## config.mk

```make
export PLATFORM = sky130hd
export DESIGN_NAME = fetch_stage
export DESIGN_NICKNAME = d
export VERILOG_FILES = /design/src/rtl/fetch_stage.sv
export SDC_FILE = /design/constraint.sdc
export NUM_CORES = 1
export LEC_CHECK = 0
export CELL_PAD_IN_SITES_DETAIL_PLACEMENT = 2
export CELL_PAD_IN_SITES_GLOBAL_PLACEMENT = 2
export CORE_ASPECT_RATIO = 1.75
export CORE_MARGIN = 1.5
export CORE_UTILIZATION = 39
export DETAILED_ROUTE_END_ITERATION = 10
export GPL_TIMING_DRIVEN = 0
export PLACE_DENSITY_LB_ADDON = 0.1
export SYNTH_ARGS = -nofsm -noshare
export SYNTH_HDL_FRONTEND = slang
export SYNTH_SLANG_ARGS = --single-unit
```

## constraint.sdc

```tcl
create_clock -name clk -period 6.73 [get_ports clk]
set_clock_uncertainty 0.05 [all_clocks]
set_input_delay 1.346 -clock clk [delete_from_list [all_inputs] [get_ports clk]]
set_output_delay 1.346 -clock clk [all_outputs]
set_load 0.01 [all_outputs]
```

## src/rtl/fetch_stage.sv

```systemverilog
// Fetch stage: sequential PC generation, in-order imem requests with a bounded
// in-flight + buffered budget, and a uop buffer toward decode with redirect flush.
// Optional `FETCH_STAGE_PERF_CNT_EN adds perfFetched/perfDiscarded counters.
module fetch_stage #(
  parameter logic [31:0] RESET_PC        = 32'h0000_0000,
  parameter int          MAX_OUTSTANDING = 2
) (
  input  logic        clk,
  input  logic        rst,
  output logic        dValid,
  input  logic        dStall,
  output logic [63:0] uopOut,
  output logic        imemReqValid,
  input  logic        imemReqReady,
  output logic [31:0] imemReqAddr,
  input  logic        imemRespValid,
  input  logic [31:0] imemRespData,
  input  logic        redirectValid,
  input  logic [31:0] redirectPc
`ifdef FETCH_STAGE_PERF_CNT_EN
  ,
  output logic [31:0] perfFetched,
  output logic [31:0] perfDiscarded
`endif
);

  localparam int CW = $clog2(MAX_OUTSTANDING + 1);
  localparam int SW = CW + 1;
  localparam int IW = (MAX_OUTSTANDING > 1) ? $clog2(MAX_OUTSTANDING) : 1;
  localparam logic [IW-1:0] LAST = IW'(MAX_OUTSTANDING - 1);

  logic [31:0]   pc;
  logic [CW-1:0] outstanding, discard, fifoCount, outstandingNext;
  logic [IW-1:0] tagWr, tagRd, respWr, respRd;
  logic [31:0]   tagMem  [MAX_OUTSTANDING];
  logic [63:0]   respMem [MAX_OUTSTANDING];
  logic          accept, respDrop, respPush, xfer;
  logic [SW-1:0] occupancy;

  function automatic logic [IW-1:0] bump(input logic [IW-1:0] p);
    return (p == LAST) ? '0 : p + 1'b1;
  endfunction

  // Capacity counts stale in-flight requests too, so a redirect never overfills the buffer.
  assign occupancy    = {1'b0, outstanding} + {1'b0, fifoCount};
  assign imemReqValid = !rst && (occupancy < SW'(MAX_OUTSTANDING));
  assign imemReqAddr  = pc;

  assign accept   = imemReqValid && imemReqReady;
  assign respDrop = imemRespValid && (discard != '0);
  assign respPush = imemRespValid && (discard == '0) && !redirectValid;
  assign xfer     = dValid && !dStall;

  assign outstandingNext = outstanding + CW'(accept) - CW'(imemRespValid);

  assign dValid = (fifoCount != '0);
  assign uopOut = dValid ? respMem[respRd] : '0;

  // NOTE: sequential state uses non-blocking assignments so every reader sees pre-edge values.
  always_ff @(posedge clk or posedge rst) begin
    if (rst) begin
      pc          <= RESET_PC;
      outstanding <= '0;
      discard     <= '0;
      fifoCount   <= '0;
      tagWr       <= '0;
      tagRd       <= '0;
      respWr      <= '0;
      respRd      <= '0;
    end else begin
      outstanding <= outstandingNext;
      if (accept)        tagWr <= bump(tagWr);
      if (imemRespValid) tagRd <= bump(tagRd);
      if (redirectValid) begin
        // Everything still in flight after this edge belongs to the old path.
        pc        <= redirectPc & 32'hFFFF_FFFC;
        discard   <= outstandingNext;
        fifoCount <= '0;
        respWr    <= respRd;
      end else begin
        if (accept)   pc      <= pc + 32'd4;
        if (respDrop) discard <= discard - 1'b1;
        if (respPush) respWr  <= bump(respWr);
        if (xfer)     respRd  <= bump(respRd);
        fifoCount <= fifoCount + CW'(respPush) - CW'(xfer);
      end
    end
  end

  // NOTE: storage arrays are not reset; pointers and counts alone define which entries are live.
  always_ff @(posedge clk) begin
    if (accept)   tagMem[tagWr]   <= pc;
    if (respPush) respMem[respWr] <= {tagMem[tagRd], imemRespData};
  end

`ifdef FETCH_STAGE_PERF_CNT_EN
  always_ff @(posedge clk or posedge rst) begin
    if (rst) begin
      perfFetched   <= '0;
      perfDiscarded <= '0;
    end else begin
      if (xfer) perfFetched <= perfFetched + 32'd1;
      if (redirectValid)
        perfDiscarded <= perfDiscarded + 32'(fifoCount) - 32'(xfer) + 32'(imemRespValid);
      else if (respDrop)
        perfDiscarded <= perfDiscarded + 32'd1;
    end
  end
`endif

endmodule

```

==> flow_metrics.tcl, run 1 <==
set metrics [dict create \
    vias 5898 \
    worstPathMaxFanout 10 \
    cts_setup_buffers 0 \
    placed_cell_area_mm2 0.0113 \
    rows 74 \
    path_class "register to primary output" \
    cts_root_buffer "clkbuf_16" \
    cp-end-kind "primary output" \
    dp_slack_ns 2.40 \
    start_util_pct 39.5 \
    hold_depth 1 \
    ir_worst_vdd_uv 248 \
    yosys-top-cells-area "edfxtp_1 (60%), dfrtp_1 (11%), mux2i_1 (6.9%), mux2_2 (3.7%), nor2_1 (3.6%)" \
    layout_commonest_cell "edfxtp_1" \
    layout-drive-gt1-share_pct 9.67 \
    period_needed_ns 4.60 \
    fp.coreArea_mm2 0.0231 \
    p_per_area_mw_per_mm2 366 \
    cts.path.max_buffers 3 \
    ctsHtreeMaxLevel 1 \
    power_leakage_nw 4.23 \
    synth_top_area_share_pct 60.4 \
    tightestPinTransition_ns 0.955 \
    routed_via_density 5.16 \
    synth-seq-cells 224 \
    r2r-start "fifoCount[0]" \
    cts-resized-gates 0 \
    ant_nets 0 \
    cts-buffers-inserted 23 \
    hold_violations 0 \
    r2r-end "imemReqAddr[27]" \
    port_buffers 161 \
    postCtsHoldBufs 0 \
    final_cell_mix "edfxtp_1 (184), clkdlybuf4s50_1 (161), nor2_1 (85), mux2i_1 (63), dfrtp_1 (40)" \
    cap_violations 0 \
    slew_violations 0 \
    finalSetupViolCount 0 \
    post-route-period-util_pct 68.4 \
    die_x_um 119 \
    ioPinCount 168 \
    routabilityCongestion 0.823 \
    die_area_mm2 0.0244 \
    min_delay_worst_endpoint "outstanding[0]" \
    cts_tree "yes" \
    slew_headroom_pct 36.3 \
    areaGrowthSynthToFinish_pct 31.7 \
    drt_pass1_iterations 4 \
    cp.required_ns 5.33 \
    grt_usage_pct 21.9 \
    start_kind "register" \
    grt_pass1_vias 6874 \
    dieHeight_um 206 \
    grt_max_degree 31 \
    path_clk_slew_ns 0.06 \
    worstRegToRegCells 6 \
    syn_inst 628 \
    fin_ws_ns 2.13 \
    grt_antenna_before_repair 0 \
    clock.fmax_mhz 217 \
    hold_start "outstanding[0]" \
    detail_route.wl_per_cell_um 23.2 \
    gr-total-overflow 0 \
    ys_seq_area_share_pct 71.4 \
    dp_hpwl_um 19300 \
    rsz0062_at_grt "no" \
    yosys_warnings 0 \
    outcome "completed" \
    synth_top_area_cell "edfxtp_1" \
    r2r_slack_ns 3.49 \
    hp-class "register to register" \
    grt_pass1_wl_um 40500 \
    cp.arrival_ns 3.21 \
    antenna_cells 0 \
    postLayoutCellArea_mm2 0.0120 \
    first_iter_violations 213 \
    ys_types 38 \
    clkSinkCount 224 \
    synth.avg_cell_area_um2 14.6 \
    netlist_area_mm2 0.00914 \
    routed_wl_um 26500 \
    fin_nets 899 \
    drc 0 \
    insertion_delay_ns 0.51 \
]
==> critical path, stage by stage, from the launching register on <==
cell,delay [ns]
dfrtp_1,0.33
clkbuf_1,0.68
buf_1,0.79
mux2i_1,0.22
nor2_1,0.13
clkdlybuf4s50_1,0.56
==> worst max-delay path by stage <==
| stage | start | slack [ns] | end |
|---|---|---|---|
| 6_report | respRd | 2.13 | uopOut[61] |
| 5_1_grt | respRd | 1.96 | uopOut[62] |
| 4_1_cts | respRd | 2.11 | uopOut[61] |
| 3_5_place_dp | rst | 2.40 | imemReqValid |
| 3_3_place_gp | redirectValid | -0.18 | respMem[1][57] |
| 2_1_floorplan | redirectValid | 2.03 | respMem[0][0] |
==> Yosys cell counts <==
master and instances:
or4b_4 1, conb_1 1, nor2_1 88, clkbuf_1 18, inv_1 15, mux2_2 30
a41oi_1 1, edfxtp_1 184, ha_1 6, buf_4 4, and4_1 1, a21oi_1 2
nand2_1 31, or3b_2 1, xnor2_1 15, clkinv_1 1, nor3_1 6, o31ai_1 13
fa_1 1, nand3b_1 1, o21ai_0 18, a31oi_1 15, and2_1 2, nand3_1 10
or2_2 1, or3_1 3, nand4_1 7, dfrtp_1 40, mux2i_1 63, nand2b_1 1
buf_2 1, xor2_1 5, nor2b_1 1, o211ai_1 1, buf_1 12, and3_1 1
nor4_1 9, or4_1 18
==> area by class of cell <==
class                           count  area [um^2]
Tap cell                          304          380
Inverter                           16         60.1
Sequential cell                   224         6530
Clock buffer                       32          629
Buffer                             35          148
Timing Repair Buffer              166         1730
Clock inverter                      9          125
Multi-Input combinational cell    356         2440
Fill cell                        2220        11100
==> layer usage <==
| layer | GRT usage [%] | vias up | part of all wire [%] |
|---|---|---|---|
| met5 | 0 | - | 0 |
| li1 | - | 2714 | - |
| met2 | 44.3 | 156 | 58 |
| met4 | 7.40 | 0 | 2.7 |
| met3 | 3.38 | 39 | 3.9 |
| met1 | 22.6 | 2989 | 35 |
==> per-stage QoR <==
| step | setup TNS, ns | cells | hold WS (ns) | total power [W] | util [%] |
|---|---|---|---|---|---|
| floorplan | 0 | 631 | 0.410 | 0.00252 | - |
| global placement | -20.80 | 1096 | 0.430 | 0.00304 | 48.1 |
| detailed placement | 0 | 1101 | 0.482 | 0.00316 | 48.7 |
| CTS | 0 | 1142 | 0.497 | 0.00447 | 52.0 |
| global route | 0 | 1142 | 0.517 | 0.00461 | 52.0 |
| finish | 0 | 1142 | 0.491 | 0.00440 | 52.0 |
==> where the power goes <==
part	switching, W	total, W	leakage, nW	internal [W]
combinational	0.000685	0.00128	1.73	0.000597
clock	0.000528	0.00130	0.372	0.000770
sequential	0.0000979	0.00182	2.14	0.00173
total	0.00131	0.00440	4.23	0.00309
==> cells by family (layout without fill, tap and decap cells) <==
family                     after synthesis  after routing  share of synthesized area [%]
adders and majority gates                7              7                           1.04
and+or+nand+nor                        182            182                           9.38
muxes                                   93             93                           10.6
buffers and inverters                   51            258                           2.27
AOI/OAI and AO/OA                       50             50                           3.37
DFF                                    224            224                           71.4
other                                    1              4                         0.0410
xor gates and xnor gates                20             20                           1.92
==> sequential cells by signal (all words and copies together), names as in the netlist <==
register	count
tagRd	1
respMem	124
discard	2
imemReqAddr	30
tagMem	60
outstanding	2
respRd	1
tagWr	1
respWr	1
fifoCount	2
(Power assumes the default switching activity.)
==> run 2: changes to the inputs <==
--- a/config.mk
+++ b/config.mk
@@ -9,7 +9,7 @@
 export CELL_PAD_IN_SITES_GLOBAL_PLACEMENT = 2
 export CORE_ASPECT_RATIO = 1.75
 export CORE_MARGIN = 1.5
-export CORE_UTILIZATION = 39
+export CORE_UTILIZATION = 33
 export DETAILED_ROUTE_END_ITERATION = 10
 export GPL_TIMING_DRIVEN = 0
 export PLACE_DENSITY_LB_ADDON = 0.1
==> constraint.sdc (replaced) <==
create_clock -name clk -period 4.1 [get_ports clk]
set_clock_uncertainty 0.05 [all_clocks]
set_input_delay 0.82 -clock clk [delete_from_list [all_inputs] [get_ports clk]]
set_output_delay 0.82 -clock clk [all_outputs]
set_load 0.01 [all_outputs]
==> flow_metrics.tcl, run 2 (synthesis gave the netlist of run 1 again) <==
set metrics [dict create \
    cts_setup_buffers 0 \
    insertion_delay_ns 0.51 \
    fin_ws_ns 0.313 \
    dp_slack_ns 0.540 \
    hp-class "register to register" \
    port_buffers 161 \
    path_clk_slew_ns 0.06 \
    period_needed_ns 3.79 \
    cp.required_ns 3.23 \
    detail_route.wl_per_cell_um 20.1 \
    tightestPinTransition_ns 0.942 \
    die_x_um 129 \
    final_cells 1207 \
    fp.coreArea_mm2 0.0272 \
    areaGrowthSynthToFinish_pct 31.8 \
    rsz0062_at_grt "no" \
    finalSetupViolCount 0 \
    outcome "completed" \
    cts-buffers-inserted 23 \
    start_util_pct 33.6 \
    met3_length_um 1030 \
    clock.fmax_mhz 264 \
    rows 80 \
    routabilityCongestion 0.812 \
    post-route-period-util_pct 92.4 \
    hold_violations 0 \
    r2r_slack_ns 0.88 \
    cts_tree "yes" \
    ir_worst_vdd_uv 386 \
    regMostFlops "respMem" \
    grt_pass1_vias 6538 \
    power_leakage_nw 4.20 \
    start_kind "register" \
    crit_top_cell "clkbuf_1" \
    cp_cell_sequence "clkbuf_1, clkbuf_1, mux2i_1, nor2_1, clkdlybuf4s50_1" \
    grt_usage_pct 17.2 \
    wirelength_met1_um 8780 \
    p_per_area_mw_per_mm2 581 \
    grt_antenna_before_repair 0 \
    cap_violations 0 \
    path_buf_inv 3 \
    route.met2.wl_um 13800 \
    dpl.cell_count 1166 \
    vias 5823 \
    fin_nets 899 \
    ioPinCount 168 \
    layout_commonest_cell "edfxtp_1" \
    ant_nets 0 \
    worstPathMaxFanout 10 \
    cts-resized-gates 0 \
    drt_pass1_iterations 4 \
    cts.path.max_buffers 3 \
    largest_reg_flops 124 \
    gr-total-overflow 0 \
    cp_slowest_cell "clkbuf_1" \
    dieHeight_um 223 \
    clkSinkCount 224 \
    first_iter_violations 217 \
    slew_headroom_pct 37.1 \
    slew_violations 0 \
    top_layer "met4" \
    drc 0 \
    cts_root_buffer "clkbuf_16" \
    cp.arrival_ns 2.92 \
    dp_hpwl_um 17700 \
    layout-drive-gt1-share_pct 9.31 \
    total_power_w 0.00701 \
    routed_via_density 4.82 \
    crit_path_max_incr_delay_ns 0.64 \
    die_area_mm2 0.0287 \
    final_cell_mix "edfxtp_1 (184), clkdlybuf4s50_1 (161), nor2_1 (85), mux2i_1 (63), dfrtp_1 (40)" \
    grt_pass1_wl_um 37800 \
    path_class "register to primary output" \
    ctsHtreeMaxLevel 1 \
    critPathTopFamily "buffers and inverters" \
    antenna_cells 0 \
    cp-end-kind "primary output" \
    grt_max_degree 33 \
    routed_wl_um 24200 \
    postCtsHoldBufs 0 \
]
-- run 2: changes by cell type in the layout (fill, tap and decap cells not counted), moves of 2 or more --
cell,before,now
clkinv_2,4,1
buf_16,2,0
buf_12,3,5
bufinv_16,3,1
clkinv_1,2,6
-- run 2: metal layers --
layer  track usage (%)  up-vias
li1                  -     2717
met1              18.4     2935
met2              33.8      139
met3              2.45       32
met4              5.58        0
met5                 0        -
-- run 2: path summary, 6_finish.rpt --
check / end / cells past startpoint / startpoint
max: uopOut[14] / 5 / respRd
min: outstanding[0] / 1 / outstanding[0]
max reg2reg: imemReqAddr[26] / 7 / fifoCount[0]
min reg2reg: outstanding[0] / 1 / outstanding[0]
max in group asynchronous: imemReqAddr[14] / 3 / rst
min in group asynchronous: imemReqAddr[8] / 2 / rst
-- run 2: layout make-up --
class	instances	area [um^2]
clock inverter	9	70.1
inverter	16	60.1
multi-input combinational	356	2440
sequential	224	6530
buffer	35	149
timing repair buffer	166	1710
clock buffer	32	629
tap	369	462
fill	2724	15200
-- run 2: through the flow --
stage          hold slack (ns)  area, um^2  setup TNS, ns  utilization (%)
2_1_floorplan            0.410        9150          -8.76                -
5_1_grt                  0.516       12100              0             44.3
3_3_place_gp             0.432       11200        -305.41             41.2
3_5_place_dp             0.464       11300              0             41.7
6_report                 0.482       12100              0             44.3
4_1_cts                  0.480       12000              0             44.3
-- run 2: where the power goes --
group	leakage, nW	internal [W]	switching, W	total [W]
sequential	2.14	0.00283	0.000151	0.00298
clock	0.336	0.00113	0.000842	0.00197
combinational	1.72	0.000975	0.00108	0.00205
-- run 2: worst register-to-register path, delay by kind of cell (launching register included) --
| family | cells | cell delay, ns |
|---|---|---|
| simple gates | 4 | 1.80 |
| fa+ha+maj | 1 | 0.48 |
| flops | 1 | 0.41 |
| buf+inv | 1 | 0.21 |
| compound gates | 1 | 0.20 |
==> run 3: changes to the inputs <==
--- a/config.mk
+++ b/config.mk
@@ -9,7 +9,8 @@
 export CELL_PAD_IN_SITES_GLOBAL_PLACEMENT = 2
 export CORE_ASPECT_RATIO = 1.75
 export CORE_MARGIN = 1.5
-export CORE_UTILIZATION = 33
+export CORE_UTILIZATION = 36
+export CTS_CLUSTER_SIZE = 16
 export DETAILED_ROUTE_END_ITERATION = 10
 export GPL_TIMING_DRIVEN = 0
 export PLACE_DENSITY_LB_ADDON = 0.1
==> constraint.sdc (replaced) <==
create_clock -name clk -period 3.7 [get_ports clk]
set_clock_uncertainty 0.05 [all_clocks]
set_input_delay 0.74 -clock clk [delete_from_list [all_inputs] [get_ports clk]]
set_output_delay 0.74 -clock clk [all_outputs]
set_load 0.01 [all_outputs]
==> flow_metrics.tcl, run 3 (synthesis gave the netlist of run 1 again) <==
set metrics [dict create \
    outcome "completed" \
    ctsHtreeMaxLevel 1 \
    slew_headroom_pct 37.0 \
    fin_nets 897 \
    vias 5811 \
    drc 0 \
    insertion_delay_ns 0.51 \
    final_cell_mix "edfxtp_1 (184), clkdlybuf4s50_1 (161), nor2_1 (85), mux2i_1 (63), dfrtp_1 (40)" \
    nFillCells 2408 \
    cts_root_buffer "clkbuf_16" \
    r2r_slack_ns 0.49 \
    cts.path.max_buffers 3 \
    path_class "register to primary output" \
    dp_hpwl_um 17800 \
    clock.fmax_mhz 286 \
    antenna_cells 0 \
    cp-end-kind "primary output" \
    routabilityCongestion 0.852 \
    grt_pass1_wl_um 37200 \
    postCtsHoldBufs 0 \
    rows 77 \
    drt_pass1_iterations 4 \
    layout-drive-gt1-share_pct 10.4 \
    ant_nets 0 \
    dp_slack_ns 0.215 \
    rsz0062_at_grt "no" \
    grt_pass1_vias 6686 \
    critPathTopFamily "buffers and inverters" \
    port_buffers 161 \
    start_kind "register" \
    p_per_area_mw_per_mm2 655 \
    cts_tree "yes" \
    ir_worst_vdd_uv 408 \
    grt_usage_pct 18.6 \
    clkSinkCount 224 \
    power_leakage_nw 4.24 \
    slew_violations 0 \
    grt_max_degree 31 \
    path_buf_inv 2 \
    cp_slowest_cell "dfrtp_1" \
    finalSetupViolCount 0 \
    worstPathMaxFanout 10 \
    cp.arrival_ns 2.71 \
    start_util_pct 36.4 \
    cts-buffers-inserted 22 \
    gr-total-overflow 0 \
    routed_via_density 5.04 \
    routed_wl_um 24400 \
    largest_reg_flops 124 \
    first_iter_violations 209 \
    fp.coreArea_mm2 0.0251 \
    areaGrowthSynthToFinish_pct 31.8 \
    hp-class "register to register" \
    post-route-period-util_pct 94.5 \
    cp.required_ns 2.91 \
    cp_cell_sequence "clkbuf_1, mux2i_1, nor2_1, clkdlybuf4s50_1" \
    detail_route.wl_per_cell_um 21.1 \
    path_clk_slew_ns 0.06 \
    cts_setup_buffers 0 \
    period_needed_ns 3.50 \
    seq_area_mm2 0.00653 \
    dieHeight_um 214 \
    tightestPinTransition_ns 0.942 \
    die_area_mm2 0.0264 \
    ioPinCount 168 \
    crit_path_max_incr_delay_ns 0.69 \
    regMostFlops "respMem" \
    hold_violations 0 \
    multi_input_area_mm2 0.00244 \
    die_x_um 123 \
    fin_ws_ns 0.204 \
    cap_violations 0 \
    grt_antenna_before_repair 0 \
    setup_tns_ns 0 \
    layout_commonest_cell "edfxtp_1" \
]
==> run 3: cell count changes in the layout (fill, tap and decap cells not counted) <==
cell	previous run	this run
clkinv_1	6	4
clkinv_4	1	0
buf_16	0	2
buf_12	5	3
bufinv_16	1	3
clkinvlp_4	1	0
buf_2	1	3
clkbuf_2	1	3
clkinv_2	1	6
clkbuf_1	25	18
buf_1	11	9
clkdlybuf4s15_2	0	1
clkbuf_8	2	1
==> run 3: final timing paths <==
path,cells past startpoint,to,start
max in group asynchronous,3,imemReqAddr[25],rst
setup / recovery,4,uopOut[17],respRd
hold reg to reg,1,tagWr,tagWr
hold / removal,1,tagWr,tagWr
min in group asynchronous,2,imemReqAddr[3],rst
setup reg to reg,6,imemReqAddr[27],fifoCount[0]
==> run 3: cell type report <==
cell class,count,share of cell area [%]
Buffer,34,1.31
Inverter,16,0.499
Sequential cell,224,54.2
Multi-Input combinational cell,356,20.3
Clock buffer,28,5.02
Clock inverter,12,1.09
Tap cell,316,3.28
Timing Repair Buffer,166,14.3
==> run 3: worst register-to-register path, cell delays in order, from the launching register on <==
cell	delay (ns)
dfrtp_1	0.41
and2_1	0.17
fa_1	0.49
or4b_4	0.58
or4_1	0.72
or4_1	0.55
a31oi_1	0.17
==> run 3: stage by stage <==
step                      cell area (um^2)  utilization (%)  hold slack [ns]  power (W)  std cells
after detailed placement             11300             44.9            0.472    0.00569       1113
after CTS                            12000             47.9            0.522    0.00803       1152
after floorplan                       9150                -            0.410    0.00459        631
after global routing                 12000             47.9            0.533    0.00830       1152
final                                12000             47.9            0.516    0.00789       1152
after global placement               11200             44.4            0.433    0.00554       1108
==> run 3: routing by layer <==
metal / track usage (%) / routed length, um / vias to the layer above
li1: - / - / 2706
met1: 19.0 / 8580 / 2928
met2: 37.5 / 14100 / 140
met3: 2.63 / 957 / 37
met4: 6.18 / 697 / 0
met5: 0 / 0 / -
==> run 3: timing repair <==
action / in CTS / in global routing
gates cloned: 0 / 0
setup endpoints to repair: 58 / 20
gates resized for setup: 4 / 6
==> run 3: power by group <==
| group | switching (W) | internal [W] | total, W |
|---|---|---|---|
| clock network | 0.000924 | 0.00136 | 0.00229 |
| logic | 0.00118 | 0.00109 | 0.00227 |
| registers | 0.000200 | 0.00314 | 0.00334 |
| total | 0.00230 | 0.00559 | 0.00789 |
